==> src/rtl/pipe_ctrl_if.sv <==
// Stall/flush bus between the pipeline stages and pipe_ctrl.
// slave: controller side, master: pipeline side.
interface pipe_ctrl_if #(
  parameter int ADDR_W = 32
) ();
  logic              stallreq_if_i;
  logic              stallreq_id_i;
  logic              stallreq_ex_i;
  logic              stallreq_mem_i;
  logic              jmp_wrong_i;
  logic [ADDR_W-1:0] jmp_target_i;
  logic              if_busy_i;
  logic [5:0]        stall_o;
  logic              flush_o;
  logic [ADDR_W-1:0] flush_pc_o;
  logic              if_discard_o;
  logic              drain_timeout_o;
  logic [31:0]       stall_cnt_o;
  logic [31:0]       flush_cnt_o;

  modport slave (
    input  stallreq_if_i, stallreq_id_i,
    input  stallreq_ex_i, stallreq_mem_i,
    input  jmp_wrong_i, jmp_target_i,
    input  if_busy_i,
    output stall_o, flush_o, flush_pc_o,
    output if_discard_o, drain_timeout_o,
    output stall_cnt_o, flush_cnt_o
  );

  modport master (
    output stallreq_if_i, stallreq_id_i,
    output stallreq_ex_i, stallreq_mem_i,
    output jmp_wrong_i, jmp_target_i,
    output if_busy_i,
    input  stall_o, flush_o, flush_pc_o,
    input  if_discard_o, drain_timeout_o,
    input  stall_cnt_o, flush_cnt_o
  );
endinterface

==> src/rtl/pipe_ctrl.sv <==
// Pipeline stall/flush controller with mispredict hold and IF drain.
// CTRL_PERF_EN adds saturating stall/flush event counters.
module pipe_ctrl #(
  parameter int ADDR_W    = 32,
  parameter int DRAIN_MAX = 15
) (
  input logic       clk,
  input logic       rst,
  pipe_ctrl_if.slave bus
);

  typedef enum logic [1:0] {
    IDLE,
    PEND,
    DRAIN
  } state_e;

  localparam logic [3:0] CNT_LAST = 4'(DRAIN_MAX - 1);

  state_e            state_q, state_d;
  logic [ADDR_W-1:0] tgt_q, tgt_d;
  logic [3:0]        cnt_q, cnt_d;

  logic [5:0]        code;
  logic              hold;
  logic              draining;
  logic              fire;
  logic [ADDR_W-1:0] fire_pc;
  logic              timeout;

  always_comb begin
    code = 6'b000000;
    priority case (1'b1)
      bus.stallreq_mem_i: code = 6'b011111;
      bus.stallreq_ex_i:  code = 6'b001111;
      bus.stallreq_id_i:  code = 6'b000111;
      bus.stallreq_if_i:  code = 6'b000011;
      default:            code = 6'b000000;
    endcase
  end

  // A flush may only issue when id_ex is not frozen.
  assign hold     = code[3];
  assign draining = (state_q == DRAIN) && bus.if_busy_i;

  always_comb begin
    state_d = state_q;
    tgt_d   = tgt_q;
    cnt_d   = cnt_q;
    fire    = 1'b0;
    fire_pc = '0;
    timeout = 1'b0;
    unique case (state_q)
      IDLE: begin
        if (bus.jmp_wrong_i) begin
          if (hold) begin
            tgt_d   = bus.jmp_target_i;
            state_d = PEND;
          end else begin
            fire    = 1'b1;
            fire_pc = bus.jmp_target_i;
          end
        end
      end
      PEND: begin
        if (!hold) begin
          fire    = 1'b1;
          fire_pc = tgt_q;
        end
      end
      DRAIN: begin
        if (bus.jmp_wrong_i && hold) begin
          tgt_d   = bus.jmp_target_i;
          state_d = PEND;
          cnt_d   = '0;
        end else if (bus.jmp_wrong_i) begin
          fire    = 1'b1;
          fire_pc = bus.jmp_target_i;
        end else if (!bus.if_busy_i) begin
          state_d = IDLE;
          cnt_d   = '0;
        end else if (cnt_q == CNT_LAST) begin
          timeout = 1'b1;
          state_d = IDLE;
          cnt_d   = '0;
        end else begin
          cnt_d = cnt_q + 4'd1;
        end
      end
      default: state_d = IDLE;
    endcase
    if (fire) begin
      state_d = bus.if_busy_i ? DRAIN : IDLE;
      cnt_d   = '0;
    end
  end

  always_comb begin
    bus.stall_o         = '0;
    bus.flush_o         = 1'b0;
    bus.flush_pc_o      = '0;
    bus.if_discard_o    = 1'b0;
    bus.drain_timeout_o = 1'b0;
    if (!rst) begin
      bus.stall_o         = code | {4'b0000, draining, draining};
      bus.flush_o         = fire;
      bus.flush_pc_o      = fire_pc;
      bus.if_discard_o    = draining;
      bus.drain_timeout_o = timeout;
    end
  end

  always_ff @(posedge clk) begin
    if (rst) begin
      state_q <= IDLE;
      tgt_q   <= '0;
      cnt_q   <= '0;
    end else begin
      state_q <= state_d;
      tgt_q   <= tgt_d;
      cnt_q   <= cnt_d;
    end
  end

`ifdef CTRL_PERF_EN
  logic [31:0] stall_cnt_q, stall_cnt_d;
  logic [31:0] flush_cnt_q, flush_cnt_d;

  always_comb begin
    stall_cnt_d = stall_cnt_q;
    flush_cnt_d = flush_cnt_q;
    if ((bus.stall_o != 6'b0) && (stall_cnt_q != 32'hFFFF_FFFF))
      stall_cnt_d = stall_cnt_q + 32'd1;
    if (bus.flush_o && (flush_cnt_q != 32'hFFFF_FFFF))
      flush_cnt_d = flush_cnt_q + 32'd1;
  end

  always_ff @(posedge clk) begin
    if (rst) begin
      stall_cnt_q <= '0;
      flush_cnt_q <= '0;
    end else begin
      stall_cnt_q <= stall_cnt_d;
      flush_cnt_q <= flush_cnt_d;
    end
  end

  assign bus.stall_cnt_o = stall_cnt_q;
  assign bus.flush_cnt_o = flush_cnt_q;
`else
  assign bus.stall_cnt_o = '0;
  assign bus.flush_cnt_o = '0;
`endif

endmodule

==> src/flat_wrapper.sv <==
// flat-port wrapper written by rule: the top's interface ports become plain ports
module pipe_ctrl_flat 
#(
  parameter int ADDR_W    = 32,
  parameter int DRAIN_MAX = 15
)
  (clk, rst, bus_stallreq_if_i, bus_stallreq_id_i, bus_stallreq_ex_i, bus_stallreq_mem_i, bus_jmp_wrong_i, bus_jmp_target_i, bus_if_busy_i, bus_stall_o, bus_flush_o, bus_flush_pc_o, bus_if_discard_o, bus_drain_timeout_o, bus_stall_cnt_o, bus_flush_cnt_o);
  pipe_ctrl_if #(.ADDR_W(ADDR_W)) bus_i ();
  input logic clk;
  input logic rst;
  input wire logic [$bits(bus_i.stallreq_if_i)-1:0] bus_stallreq_if_i;
  input wire logic [$bits(bus_i.stallreq_id_i)-1:0] bus_stallreq_id_i;
  input wire logic [$bits(bus_i.stallreq_ex_i)-1:0] bus_stallreq_ex_i;
  input wire logic [$bits(bus_i.stallreq_mem_i)-1:0] bus_stallreq_mem_i;
  input wire logic [$bits(bus_i.jmp_wrong_i)-1:0] bus_jmp_wrong_i;
  input wire logic [$bits(bus_i.jmp_target_i)-1:0] bus_jmp_target_i;
  input wire logic [$bits(bus_i.if_busy_i)-1:0] bus_if_busy_i;
  output wire logic [$bits(bus_i.stall_o)-1:0] bus_stall_o;
  output wire logic [$bits(bus_i.flush_o)-1:0] bus_flush_o;
  output wire logic [$bits(bus_i.flush_pc_o)-1:0] bus_flush_pc_o;
  output wire logic [$bits(bus_i.if_discard_o)-1:0] bus_if_discard_o;
  output wire logic [$bits(bus_i.drain_timeout_o)-1:0] bus_drain_timeout_o;
  output wire logic [$bits(bus_i.stall_cnt_o)-1:0] bus_stall_cnt_o;
  output wire logic [$bits(bus_i.flush_cnt_o)-1:0] bus_flush_cnt_o;
  assign bus_i.stallreq_if_i = bus_stallreq_if_i;
  assign bus_i.stallreq_id_i = bus_stallreq_id_i;
  assign bus_i.stallreq_ex_i = bus_stallreq_ex_i;
  assign bus_i.stallreq_mem_i = bus_stallreq_mem_i;
  assign bus_i.jmp_wrong_i = bus_jmp_wrong_i;
  assign bus_i.jmp_target_i = bus_jmp_target_i;
  assign bus_i.if_busy_i = bus_if_busy_i;
  assign bus_stall_o = bus_i.stall_o;
  assign bus_flush_o = bus_i.flush_o;
  assign bus_flush_pc_o = bus_i.flush_pc_o;
  assign bus_if_discard_o = bus_i.if_discard_o;
  assign bus_drain_timeout_o = bus_i.drain_timeout_o;
  assign bus_stall_cnt_o = bus_i.stall_cnt_o;
  assign bus_flush_cnt_o = bus_i.flush_cnt_o;
  pipe_ctrl #(.ADDR_W(ADDR_W), .DRAIN_MAX(DRAIN_MAX)) u_core (.clk(clk), .rst(rst), .bus(bus_i));
endmodule
==> config.mk <==
export PLATFORM = sky130hd
export DESIGN_NAME = pipe_ctrl_flat
export DESIGN_NICKNAME = d
export VERILOG_FILES = /design/src/rtl/pipe_ctrl_if.sv /design/src/rtl/pipe_ctrl.sv /design/src/flat_wrapper.sv
export SDC_FILE = /design/constraint.sdc
export NUM_CORES = 1
export LEC_CHECK = 0
export BUFFER_PORTS_ARGS = -buffer_cell sky130_fd_sc_hd__buf_2
export CORE_ASPECT_RATIO = 1.1
export CORE_MARGIN = 10
export CORE_UTILIZATION = 35
export CTS_BUF_LIST = sky130_fd_sc_hd__clkbuf_8 sky130_fd_sc_hd__clkbuf_16
export DETAILED_ROUTE_END_ITERATION = 10
export GPL_TIMING_DRIVEN = 0
export PLACE_DENSITY = 0.66
export SETUP_SLACK_MARGIN = 0.5
export SLEW_MARGIN = 15
export SYNTH_ARGS = -nofsm -noshare
export SYNTH_HDL_FRONTEND = slang
export SYNTH_SLANG_ARGS = --single-unit
==> constraint.sdc <==
create_clock -name clk -period 1.9 [get_ports clk]
set_input_delay 0.38 -clock clk [delete_from_list [all_inputs] [get_ports clk]]
set_output_delay 0.38 -clock clk [all_outputs]
set_load 0.01 [all_outputs]
==> After elaboration in Yosys (flattened, before gate mapping) <==
Cells that the tools add are included.
Widths: inputs -> output; s select.
{ "classes": {"add_sub_neg": 1, "n_eq_ne": 12, "n_mux": 42, "bitwise_logic": 1, "n_reduce_logical": 8} }
{ "op_table": {"columns": ["op", "n"], "rows": [
  ["$mux 32", 9],
  ["$pmux 32 s3", 1],
  ["$pmux 32 s2", 1],
  ["$mux 6", 4],
  ["$mux 2", 9],
  ["$mux 4", 4],
  ["$mux 1", 12],
  ["$ne 2x1->1 const B", 3],
  ["$or 6x2->6", 1],
  ["$pmux 2 s3", 1],
  ["$ne 5x4->1 const B", 1],
  ["$reduce_and 5->1", 1],
  ["$add 4x1->4 const B", 1],
  ["$eq 4x4->1 const B", 1],
  ["$ne 2x2->1 const B", 2],
  ["$ne 4x3->1 const B", 1],
  ["$reduce_and 4->1", 1],
  ["$ne 3x1->1 const B", 1],
  ["$ne 3x2->1 const B", 1],
  ["$pmux 1 s3", 1],
  ["$eq 2x1->1 const B", 1],
  ["$eq 2x2->1 const B", 1],
  ["$logic_and 1x1->1", 2],
  ["$logic_not 2->1", 1],
  ["3 further kinds", 3]
]} }
{ "totals": {"reg_bits": 38, "inputBits": 40, "output_inout_bits": 105, "elab_cells": 67} }

==> Logic depth before layout (Yosys ltp) <==
{ "logic_depth": {"word_depth": 9, "mapped_depth": 5, "ltp_nobuf": 5} }

==> Least setup slack after synthesis <==
OpenSTA, ideal clock, no wires.
{ "synth_timing": {"kind": "in2out", "start": "input port bus_stallreq_mem_i", "end": "output port bus_flush_pc_o[10]", "arrival_ns": 1.458, "path_slack_ns": 0.062, "cell_stages": 5, "path_buffers": 2, "path_cell_list": "nor4b_1 > buf_2 > clkbuf_1 > a22oi_1 > nor2_1"} }
{ "synth_between": {"elab_chain_len": 5, "word_cells_on_any_way": 8, "cone_classes": "mux (7); reduce/logical (1)"} }
{ "synth_lines": {"columns": ["element", "line_no", "text"], "rows": [
  ["from (decl)", "flat_wrapper.sv:14", "input wire logic [$bits(bus_i.stallreq_mem_i)-1:0] bus_stallreq_mem_i;"],
  ["$mux 6 *", "pipe_ctrl.sv:33", "priority case (1'b1)"],
  ["$mux 32 or $logic_and 1x1->1 (tied branches)", "pipe_ctrl.sv:56, pipe_ctrl.sv:72", null],
  ["$mux 32, on equally long branches", "pipe_ctrl.sv:55, pipe_ctrl.sv:72", null],
  ["$pmux 32 s3 *", "pipe_ctrl.sv:53", "unique case (state_q)"],
  ["$mux 32 *", "pipe_ctrl.sv:104", "if (!rst) begin"],
  ["to (decl)", "flat_wrapper.sv:20", "output wire logic [$bits(bus_i.flush_pc_o)-1:0] bus_flush_pc_o;"]
]} }
Every way passes the cells marked *; elsewhere a longest branch is shown, timed or not.

==> Worst setup path in the final report <==
{ "layout_timing": {"start": "register u_core.state_q[0]", "end": "output port bus_flush_pc_o[13]"} }
{ "layout_between": {"elab_chain_len": 3, "word_cells_on_any_way": 5, "cone_classes": "eq/ne (2); mux (2); reduce/logical (1)"} }
{ "layout_lines": {"columns": ["element", "line_no", "text"], "rows": [
  ["from (decl)", "pipe_ctrl.sv:20", "state_e state_q, state_d;"],
  ["from (signal assigned)", "pipe_ctrl.sv:119", "state_q <= state_d;"],
  ["$eq 2x2->1, or another cell as far along", "pipe_ctrl.sv:53", null],
  ["$pmux 32 s3 *", "pipe_ctrl.sv:53", null],
  ["$mux 32 *", "pipe_ctrl.sv:104", null]
]} }
Marked as above.

==> flow_metrics.tcl <==
set metrics [dict create \
    cp.arrival_ns 1.59 \
    antenna_found_initial 0 \
    violations "negative setup slack" \
    vias 2786 \
    synth_area_per_cell_um2 7.41 \
    place.gp.congestion 0.753 \
    ys_async_sr_fraction 0 \
    hold-worst-slack_ns 0.348 \
    ys_warn_count 0 \
    seq_area_frac_synth 0.303 \
    final_common_cell "buf_4" \
    slowest_delay_ns 0.39 \
    pin_count 145 \
    grt-busiest-layer "met2" \
    path_class "flip-flop to output pin" \
    endpoint_kind "output pin" \
    finalClockSkew_ns 0.00435 \
    startpoint "u_core.state_q[0]" \
    die_area_um2 11000 \
    postRouteAntennaNets 0 \
    powerDensity_nw_per_um2 503 \
    crit_chain "nor4b_4 > buf_6 > buf_8 > a22oi_2 > nor2_2 > buf_2" \
    status "finished with violations" \
    finalMaxSlewViolations 0 \
    numClockSinks 38 \
    grt_pass1_wl_um 14000 \
    die_h_um 109 \
    clock_path_buffers 2 \
    use_met1 0.173 \
    cts-root-buf "clkbuf_8" \
    fin_area_um2 4060 \
    yosysTopAreaCell "dfxtp_1" \
    place_hpwl_um 6620 \
    num_antenna_cells 0 \
    timing.final.crit_period_ns 1.97 \
    netlist.area_leader.share 0.303 \
    die_w_um 101 \
    htreeDepth 2 \
    drt_iter0_drc 111 \
    setup.worst_path.end "bus_flush_pc_o[13]" \
    critPathMaxFanout 10 \
    synth-edff-count 0 \
    crit-reg2reg-launch "u_core.state_q[0]" \
    final_cell_mix "buf_4 (84), buf_2 (76), conb_1 (65)" \
    cap_violations 0 \
    synthFlopType "dfxtp_1" \
    crit_required_ns 1.52 \
    numPortBuffers 78 \
    r2r_slack_ns 0.10 \
    hold_class "input pin to flip-flop" \
    grt_max_degree 12 \
    p_total_mw 2.04 \
    grt_use_total 0.154 \
    fmax_mhz 508 \
    setup_slack_ns -0.0692 \
    cts_buffers 5 \
    period_share 1.04 \
    synth_area_leaders "dfxtp_1 (30%), buf_4 (20%), a22oi_1 (9.6%)" \
    clkTransAtPathRegs_ns 0.08 \
    fp-row-count 32 \
    use_met2 0.268 \
    grtUsageMet3 0.0601 \
    wl_per_cell_um 15.1 \
    syn-instance-count 339 \
    grt-ovfl-total 0 \
    postSynthRegisterBits 38 \
    syn_area_um2 2510 \
    synth.distinct_cells 31 \
    drt_first_pass_iters 4 \
    placed_area_um2 3520 \
    area_growth_pct 61.5 \
    vdd_ir_drop_max_uv 272 \
    core_um2 7010 \
    slowest_stage "dfxtp_4" \
    drc 0 \
    cp-start-kind "flip-flop" \
    cts_tree "done" \
    fin_nets 548 \
    hold_violations 0 \
    finalWirelength_um 8950 \
    grt_setup_unrepaired "yes" \
    vias_per_cell 4.71 \
    grt_pass1_vias 2863 \
    power.leakage_nw 1.88 \
    reg2reg_to "u_core.cnt_q[2]" \
    drive_above_1_share 0.501 \
    clock_latency_ns 0.29 \
    reg2regPathDepth 6 \
    setup_violations 30 \
    initial_utilization 0.358 \
]
[synthesized netlist by cell type, drive strengths merged (3+ instances only)]
| master | instances |
|---|---|
| nand2b | 3 |
| inv | 3 |
| buf | 73 |
| nand3 | 34 |
| o21ai | 34 |
| a22oi | 32 |
| nor2b | 3 |
| dfxtp | 38 |
| or4 | 3 |
| nor2 | 37 |
| a21oi | 35 |
| clkbuf | 22 |
| a2111oi | 3 |
[layout make-up]
class | instances | area (um^2)
multi-input combinational | 267 | 1690
tap | 85 | 106
clock inverter | 2 | 8.76
inverter | 3 | 11.3
timing repair buffer | 96 | 577
clock buffer | 6 | 82.6
buffer | 95 | 811
sequential | 38 | 771
fill | 666 | 2950
[worst min path at each step]
stage	startpoint	to	cells after the start
after floorplan	u_core.tgt_q[0]	u_core.tgt_q[0]	2
after global placement	u_core.tgt_q[0]	u_core.tgt_q[0]	2
after detailed placement	u_core.tgt_q[0]	u_core.tgt_q[0]	2
after CTS	bus_jmp_target_i[31]	u_core.tgt_q[31]	3
after global routing	bus_jmp_target_i[3]	u_core.tgt_q[3]	3
final	bus_jmp_target_i[31]	u_core.tgt_q[31]	3
[through the flow]
| stage | std cells | TNS, ns | setup slack [ns] | utilization |
|---|---|---|---|---|
| finish | 592 | -1.10 | -0.0692 | 0.579 |
| global route | 592 | -3.80 | -0.163 | 0.579 |
| CTS | 589 | -1.39 | -0.0723 | 0.566 |
| detailed placement | 566 | -0.729 | -0.0523 | 0.502 |
| global placement | 566 | -0.833 | -0.0441 | 0.502 |
| floorplan | 403 | 0 | 0.329 | - |
[timing repair]
item / CTS / global route
gates cloned: 1 / 0
setup buffers: 14 / 3
hold buffers: 0 / 0
pin swaps: 13 / 4
gates resized for setup: 61 / 58
setup endpoints to repair: 74 / 73
[logic make-up (layout without fill, tap and decap cells)]
family	Yosys count	after routing	synth area share
AOI/OAI and AO/OA	111	111	0.268
buffers and inverters	98	202	0.247
and+or+nand+nor	89	89	0.171
DFF	38	38	0.303
adders and majority gates	2	2	0.00996
other	1	65	0.00149
[flip-flops by register name (all words and copies together) (netlist names)]
name,cells
u_core.tgt_q,32
u_core.cnt_q,4
u_core.state_q,2
[metal layers]
metal | routed length [um] | vias up | share of wire
met4 | 97 | 0 | 0.011
met2 | 4500 | 95 | 0.50
met5 | 0 | - | 0
met1 | 3540 | 1279 | 0.40
met3 | 810 | 8 | 0.091
li1 | - | 1404 | -
[worst max-delay path: cells and delay by family, from the launching register on]
kind                   cells  cell delay (ns)
AOI/OAI and AO/OA          1             0.10
and+or+nand+nor            2             0.34
buffers and inverters      3             0.46
DFF                        1             0.39
[power breakdown]
group	total, mW	internal (mW)	leakage, nW	switching (mW)
Sequential	0.865	0.837	0.313	0.0283
Clock	0.572	0.288	0.0524	0.285
Combinational	0.604	0.284	1.52	0.320
Total	2.04	1.41	1.88	0.633
No activity file was read; power rests on OpenSTA's default activity.
